[src/rtl/ramp_samp_adc.sv]
// -----------------------------------------------------------------------------
// ramp_samp_adc
// -----------------------------------------------------------------------------
// Single-channel ramp-and-sample ADC sequencer. After `run` releases the
// ramp, the block counts clock cycles until the analog comparator trips. It
// then holds that count as the conversion result. If the ramp reaches full
// scale with no trip, the block reports an overflow instead. The register
// block downstream reads `count`, `valid` and `overflow`. The CTRL run bit
// drives `run`.
//
// Parameters:
//   WIDTH        counter / result width
//   SYNC_STAGES  comparator synchronizer depth (>= 2)
//   FILTER       consecutive synchronized high samples needed to trip (>= 1)
//
// Ports:
//   clk       in   system clock
//   nreset    in   synchronous, active-low reset
//   run       in   level; 1 lets a conversion run, 0 returns to IDLE
//   comp_in   in   asynchronous comparator output (high = ramp above input)
//   ramp_rst  out  high holds the ramp capacitor discharged
//   busy      out  high while a conversion is in progress
//   count     out  captured conversion result
//   valid     out  `count` holds a completed result
//   overflow  out  ramp reached full scale without a trip
//
// Build option:
//   RAMP_SAMP_LATENCY_COMP_EN  when defined, a DONE result is corrected for
//                              the SYNC_STAGES+FILTER trip latency. The
//                              correction saturates at 0. When the macro is
//                              not defined, the raw counter is captured.
// -----------------------------------------------------------------------------
module ramp_samp_adc #(
  parameter int WIDTH       = 8,
  parameter int SYNC_STAGES = 2,
  parameter int FILTER      = 2
) (
  input  logic             clk,
  input  logic             nreset,
  input  logic             run,
  input  logic             comp_in,
  output logic             ramp_rst,
  output logic             busy,
  output logic [WIDTH-1:0] count,
  output logic             valid,
  output logic             overflow
);

  typedef enum logic [1:0] {
    ST_IDLE = 2'd0,
    ST_RUN  = 2'd1,
    ST_DONE = 2'd2,
    ST_OVF  = 2'd3
  } state_t;

  localparam logic [WIDTH-1:0] MAX_COUNT = '1;

  state_t                 state_reg;
  logic [WIDTH-1:0]       counter_reg;
  logic [WIDTH-1:0]       count_reg;
  logic                   valid_reg;
  logic                   overflow_reg;
  logic                   ramp_rst_reg;
  logic                   busy_reg;

  logic [SYNC_STAGES-1:0] sync_reg;
  logic [SYNC_STAGES-1:0] sync_next;
  logic [FILTER-1:0]      hist_reg;
  logic [FILTER-1:0]      hist_next;

  logic                   sync_out;
  logic                   trip;
  logic [WIDTH-1:0]       capture_value;

  // ---------------------------------------------------------------------------
  // Comparator synchronizer. It runs in every state, so a comparator that is
  // already high when `run` rises is seen from the first RUN cycle.
  // ---------------------------------------------------------------------------
  assign sync_next[0] = comp_in;
  generate
    for (genvar gi = 1; gi < SYNC_STAGES; gi++) begin : g_sync
      assign sync_next[gi] = sync_reg[gi-1];
    end
  endgenerate

  always_ff @(posedge clk) begin
    if (!nreset) begin
      sync_reg <= '0;
    end else begin
      sync_reg <= sync_next;
    end
  end

  assign sync_out = sync_reg[SYNC_STAGES-1];

  // ---------------------------------------------------------------------------
  // Glitch filter history. A new sample enters bit 0. The trip fires only
  // when the whole window is high.
  // ---------------------------------------------------------------------------
  assign hist_next[0] = sync_out;
  generate
    for (genvar gi = 1; gi < FILTER; gi++) begin : g_hist
      assign hist_next[gi] = hist_reg[gi-1];
    end
  endgenerate

  assign trip = &hist_reg;

  // ---------------------------------------------------------------------------
  // Result selection for a comparator trip.
  // ---------------------------------------------------------------------------
`ifdef RAMP_SAMP_LATENCY_COMP_EN
  // The trip is seen SYNC_STAGES+FILTER cycles after the comparator actually
  // crossed. Back that delay out. Clamp at 0 for early trips.
  localparam int               LATENCY   = SYNC_STAGES + FILTER;
  localparam logic [WIDTH-1:0] LATENCY_W = WIDTH'(LATENCY);

  assign capture_value = (counter_reg >= LATENCY_W) ? (counter_reg - LATENCY_W)
                                                    : '0;
`else
  assign capture_value = counter_reg;
`endif

  // ---------------------------------------------------------------------------
  // Sequencer FSM. All outputs are registered. Dropping `run` in any active
  // state returns every output to its reset value on the same edge.
  // ---------------------------------------------------------------------------
  always_ff @(posedge clk) begin
    if (!nreset) begin
      state_reg    <= ST_IDLE;
      counter_reg  <= '0;
      hist_reg     <= '0;
      count_reg    <= '0;
      valid_reg    <= 1'b0;
      overflow_reg <= 1'b0;
      ramp_rst_reg <= 1'b1;
      busy_reg     <= 1'b0;
    end else begin
      case (state_reg)
        ST_IDLE: begin
          counter_reg  <= '0;
          hist_reg     <= '0;
          count_reg    <= '0;
          valid_reg    <= 1'b0;
          overflow_reg <= 1'b0;
          if (run) begin
            // The counter is already 0, so the first RUN cycle counts as 0.
            state_reg    <= ST_RUN;
            ramp_rst_reg <= 1'b0;
            busy_reg     <= 1'b1;
          end else begin
            ramp_rst_reg <= 1'b1;
            busy_reg     <= 1'b0;
          end
        end

        ST_RUN: begin
          if (!run) begin
            // Abort: the partial conversion is discarded.
            state_reg    <= ST_IDLE;
            counter_reg  <= '0;
            hist_reg     <= '0;
            count_reg    <= '0;
            valid_reg    <= 1'b0;
            overflow_reg <= 1'b0;
            ramp_rst_reg <= 1'b1;
            busy_reg     <= 1'b0;
          end else begin
            hist_reg <= hist_next;
            if (trip) begin
              // Test the trip first. That way a trip on the full-scale
              // cycle still counts as a real result, not an overflow.
              state_reg    <= ST_DONE;
              count_reg    <= capture_value;
              valid_reg    <= 1'b1;
              overflow_reg <= 1'b0;
              ramp_rst_reg <= 1'b1;
              busy_reg     <= 1'b0;
            end else if (counter_reg == MAX_COUNT) begin
              state_reg    <= ST_OVF;
              count_reg    <= MAX_COUNT;
              valid_reg    <= 1'b1;
              overflow_reg <= 1'b1;
              ramp_rst_reg <= 1'b1;
              busy_reg     <= 1'b0;
            end else begin
              // Never wraps: the full-scale case above leaves RUN first.
              counter_reg <= counter_reg + WIDTH'(1);
            end
          end
        end

        ST_DONE, ST_OVF: begin
          // Hold the result until `run` drops. A fresh conversion needs
          // `run` to pass through 0 first.
          if (!run) begin
            state_reg    <= ST_IDLE;
            counter_reg  <= '0;
            hist_reg     <= '0;
            count_reg    <= '0;
            valid_reg    <= 1'b0;
            overflow_reg <= 1'b0;
            ramp_rst_reg <= 1'b1;
            busy_reg     <= 1'b0;
          end
        end

        default: begin
          state_reg    <= ST_IDLE;
          counter_reg  <= '0;
          hist_reg     <= '0;
          count_reg    <= '0;
          valid_reg    <= 1'b0;
          overflow_reg <= 1'b0;
          ramp_rst_reg <= 1'b1;
          busy_reg     <= 1'b0;
        end
      endcase
    end
  end

  assign ramp_rst = ramp_rst_reg;
  assign busy     = busy_reg;
  assign count    = count_reg;
  assign valid    = valid_reg;
  assign overflow = overflow_reg;

endmodule

[config.mk]
export PLATFORM = sky130hd
export DESIGN_NAME = ramp_samp_adc
export DESIGN_NICKNAME = d
export VERILOG_FILES = /design/src/rtl/ramp_samp_adc.sv
export SDC_FILE = /design/constraint.sdc
export NUM_CORES = 1
export LEC_CHECK = 0
export ABC_AREA = 1
export BUFFER_PORTS_ARGS = -buffer_cell sky130_fd_sc_hd__buf_2
export CAP_MARGIN = 20
export CORE_ASPECT_RATIO = 0.75
export CORE_MARGIN = 4
export CORE_UTILIZATION = 25
export CTS_CLUSTER_DIAMETER = 150
export DETAILED_ROUTE_END_ITERATION = 10
export PLACE_DENSITY = 0.49
export SLEW_MARGIN = 10
export SYNTH_ARGS = -nofsm -noshare
export SYNTH_HDL_FRONTEND = slang
export SYNTH_SLANG_ARGS = --single-unit
[constraint.sdc]
create_clock -name clk -period 1.56 [get_ports clk]
set_clock_uncertainty 0.2 [all_clocks]
set_input_delay 0.078 -clock clk [delete_from_list [all_inputs] [get_ports clk]]
set_output_delay 0.078 -clock clk [all_outputs]
set_load 0.01 [all_outputs]
Word level (Yosys, flattened, before mapping) --
Cells that the tools add are included.
Cells by class: add/subtract/negate cells 1, reductions and logical operators 6, equality and inequality tests 9, multiplexer cells 34
Operators by type and width (count):
- $mux W8 | 7
- $pmux W8 S3 | 2
- $mux W1 | 13
- $mux W2 | 6
- $pmux W1 S3 | 4
- $pmux W2 S3 | 2
- $add A8 B1 Y8 const B | 1
- $eq A8 B8 Y1 const B | 1
- $ne A3 B3 Y1 const B | 2
- $reduce_and A3 Y1 | 2
- $eq A2 B2 Y1 const B | 2
- $ne A2 B2 Y1 const B | 2
- $ne A4 B4 Y1 const B | 1
- $reduce_and A2 Y1 | 2
- $eq A2 B1 Y1 const B | 1
- $logic_not A2 Y1 | 1
- $reduce_or A2 Y1 | 1
Storage, ports and cells: input bits 4, register bits after elaboration 26, logic and storage cells 59

Longest topological paths before layout --
word-level depth 5, gate-level depth with buffers 10, mapped depth without buffers 10

Least setup slack after synthesis --
Ideal clock, no wire load.
path type flip-flop to flip-flop, start reg counter_reg[0], in the netlist capture_value[0], end reg counter_reg[6], in the netlist capture_value[6], arrival 1252 ps, path buffers 0, path slack -5 ps, setup time 113 ps, cell stages (with the launch flop) 11, cells stage by stage dfxtp_1 -> ha_1 -> nand2_2 -> nor2_4 -> nand2_4 -> nand2_4 -> nand2_4 -> nand2_4 -> inv_2 -> nor2_1 -> nor2_1
Between the ends: cells in the longest elaborated chain, start to end 5, elaborated cells between the ends (all ways) 8, those cells by class add/sub (1); eq/ne (2); mux (4); reduce/logical (1)
Ends and longest elaborated chain:
- start, declared | RTL line 59 | logic [WIDTH-1:0] counter_reg;
- start signal, assigned | RTL line 188 | counter_reg <= counter_reg + WIDTH'(1);
- $add A8 B1 Y8 | RTL line 188
- $mux W8 | RTL line 179 | end else if (counter_reg == MAX_COUNT) begin
- $mux W8 | RTL line 170 | if (trip) begin
- $mux W8 | RTL line 158 | if (!run) begin
- $pmux W8 S3 | RTL line 139 | case (state_reg)
Several ways; a longest one is shown, not always the timed one. The select of a mux whose other input is x is not followed. A chain may end at the register's enable or synchronous reset.

Worst setup path in the final report --
start reg counter_reg[1], in the netlist capture_value[1], end reg counter_reg[6], in the netlist capture_value[6]
Same word-level chain as after synthesis.

==> impl_metrics.py <==
metrics = {
    "finish": {
        "most-common-layout-cells": "38 x nand2_1, 24 x dfxtp_1, 17 x inv_1, 17 x buf_4",
        "num-nets-final": 215,
        "fillers": 518,
        "post-route-util_pct": 35.6,
        "seqCellArea_um2": 523,
        "multi_input_area_um2": 757,
        "finalNonFillerCells": 269,
        "post_route_cells_drive_above_1_share_pct": 36.8,
        "layout_commonest_cell": "nand2_1",
        "num_antenna_cells": 0,
        "area_delta_synth_final_pct": 35.7,
    },
    "setup_path": {
        "r2r-end": "capture_value[6]",
        "path_class": "flop to flop",
        "r2r_slack_ns": 0.03,
        "endpoint_kind": "flop",
        "cp_data_arrival_time_ns": 1.51,
        "rr_worst_depth": 10,
        "path_cells": "ha_4, nand2_4, nor2_4, nand2_4, nand2_8, nand2_8, nand2_8, inv_6, nor2_2, nor2_1",
        "crit_path_top_delay_cell": "dfxtp_2",
        "r2r_start": "capture_value[1]",
        "cp.required_ns": 1.54,
        "cp_slowest_stage_delay_ns": 0.37,
        "worstPathMaxFanout": 6,
        "critPathMostFrequentCell": "nand2_8",
        "cp-start-kind": "flop",
    },
    "min_path": {
        "hold_path_end": "overflow",
        "min_path_cells": 5,
        "worstHoldPathType": "input pin to flop",
        "hold_path.startpoint": "run",
    },
    "power_and_ir_drop": {
        "clkPwrFrac_pct": 42.0,
        "p_comb_share_pct": 7.4,
        "power_frac_seq_pct": 50.6,
        "peakVddDrop_mv": 0.362,
        "leakagePower_nw": 0.768,
        "swShare_pct": 21.0,
        "power_density_nw_per_um2": 759,
        "p_sw_w": 0.000282,
        "p_int_w": 0.00106,
    },
    "global_routing": {
        "antenna_found_initial": 0,
        "groute.usage.overall_pct": 9.61,
        "overflow": 0,
        "grt_pass1_wl_um": 4960,
        "grt_pass1_vias": 1009,
        "grt_start_max_net_pins": 16,
    },
    "timing": {
        "relSlewSlack_pct": 55.9,
        "worst_slew_pin_slew_ns": 0.660,
        "hold_violations": 0,
        "slew_viol_final": 0,
        "period_needed_ns": 1.53,
        "rsz0062_at_grt": "true",
        "period_share_pct": 98.0,
        "finalSetupViolCount": 0,
        "holdWs_ns": 0.0282,
        "fmax_ghz": 0.654,
    },
    "clock_tree": {
        "path_clk_slew_ns": 0.09,
        "cts.sinks": 26,
        "cts_max_level": 1,
        "cts_tree": "yes",
        "clockBufferDepth": 2,
        "cts_made_buffers": 3,
        "root_buffer": "clkbuf_8",
        "clk_latency_ns": 0.27,
    },
    "synth": {
        "syn_area_per_cell_um2": 7.56,
        "synthesis.area_um2": 1300,
        "syn_nets": 177,
        "yosysTopAreaCell": "dfxtp_1",
        "ys_ff_latch": 26,
        "yosysSeqAreaShare_pct": 40.0,
        "synth_area_leaders": "dfxtp_1 40%, nand2_1 11%, nand2_2 5.8%",
        "ys_types": 22,
        "syn_inst": 172,
        "ys_warn_count": 0,
        "yosysTopAreaCellShare_pct": 40.0,
    },
    "floorplanning": {
        "dieHeight_um": 70.5,
        "rows": 22,
        "pin_count": 16,
        "die_area_um2": 6430,
        "dieWidth_um": 91.3,
        "core_area_um2": 4950,
        "start_util_pct": 26.2,
    },
    "drt": {
        "drc": 0,
        "routed_wl_um": 3050,
        "drt_iter0_drc": 63,
        "drt.antenna.violating_nets": 0,
        "routedWlPerCell_um": 11.3,
        "avgViaCountPerCell": 4.34,
        "drt_pass1_iterations": 4,
        "vias": 1168,
    },
    "place": {
        "dp_hpwl_um": 2200,
        "place_congestion": 0.779,
        "dpl.cell_count": 257,
        "io_buffers": 15,
    },
    "status": {
        "status": "completed",
    },
    "job": {
        "drv_cap": 0,
    },
}
## how the worst max path moves through the flow
stage	start	end	slack (ns)	cells after the start
finish	capture_value[1]	capture_value[6]	0.03	10
global route	capture_value[1]	capture_value[6]	-0.02	10
CTS	capture_value[0]	capture_value[6]	0.007	10
detailed placement	capture_value[0]	busy	-0.04	8
global placement	capture_value[0]	valid	-0.02	8
floorplan	capture_value[1]	capture_value[6]	0.01	10
## critical path, delay by kind of cell (launching register included)
family	cells	cell delay, ns
adders and majority gates	1	0.15
buffers and inverters	1	0.05
DFF	1	0.37
and+or+nand+nor	8	0.67
## cell families after synthesis
kind of cell | count (synthesis) | share of synthesized area (%)
buffers and inverters | 24 | 7.79
and+or+nand+nor | 94 | 37.0
adders and majority gates | 1 | 0.962
AOI/OAI and AO/OA | 27 | 14.2
DFF | 26 | 40.0
## area by class of cell
cell class	count	area share, %
timing repair buffer	38	15.0
multi-input combinational	123	42.9
clock inverter	1	1.70
clock buffer	3	2.34
tap	60	4.26
inverter	18	4.11
sequential	26	29.6
## power by group through the flow
stage	logic, W	clock network, W	registers, W
floorplan	0.0000501	0	0.000696
global placement	0.0000832	0	0.000693
detailed placement	0.0000831	0	0.000693
CTS	0.0000917	0.000585	0.000677
global route	0.000110	0.000615	0.000679
finish	0.0000990	0.000563	0.000677
## Yosys cell counts
cell type,instances
buf_2,3
nor3_1,2
a21oi_1,9
o21ai_0,2
nor2_1,19
dfxtp_1,26
nor2_8,1
nand2_2,12
clkbuf_1,1
or2_2,1
nand2_4,4
inv_2,1
a21oi_2,8
buf_6,1
nand3_4,1
nand2_1,38
o211ai_1,8
buf_1,1
nand3_1,14
ha_1,1
inv_1,17
nor2_4,2
## metrics by stage
| step | worst slack (ns) | TNS (ns) | cell area [um^2] | power, W |
|---|---|---|---|---|
| after floorplan | 0.0112 | 0 | 1300 | 0.000746 |
| after global placement | -0.0245 | -0.169 | 1540 | 0.000776 |
| after detailed placement | -0.0403 | -0.277 | 1540 | 0.000776 |
| after CTS | 0.00717 | 0 | 1660 | 0.00135 |
| after global routing | -0.0241 | -0.136 | 1760 | 0.00140 |
| final | 0.0313 | 0 | 1760 | 0.00134 |
## what timing repair did
| item | 4_1_cts | 5_1_grt |
|---|---|---|
| cloned | 0 | 1 |
| hold endpoints to repair | 5 | 0 |
| gates resized for setup | 1 | 17 |
| endpoints found under the setup margin | 11 | 20 |
| setup buffers | 0 | 3 |
| pin swaps | 0 | 13 |
| hold buffers | 4 | 0 |
## per-layer routing
layer / track usage [%] / up-vias / routed length [um]
met3: 3.34 / 2 / 129
met2: 13.7 / 19 / 1290
met1: 14.2 / 523 / 1630
met5: 0 / - / 0
met4: 1.00 / 0 / 6
li1: - / 624 / -
Note: power is estimated with default switching activity, not from simulation.
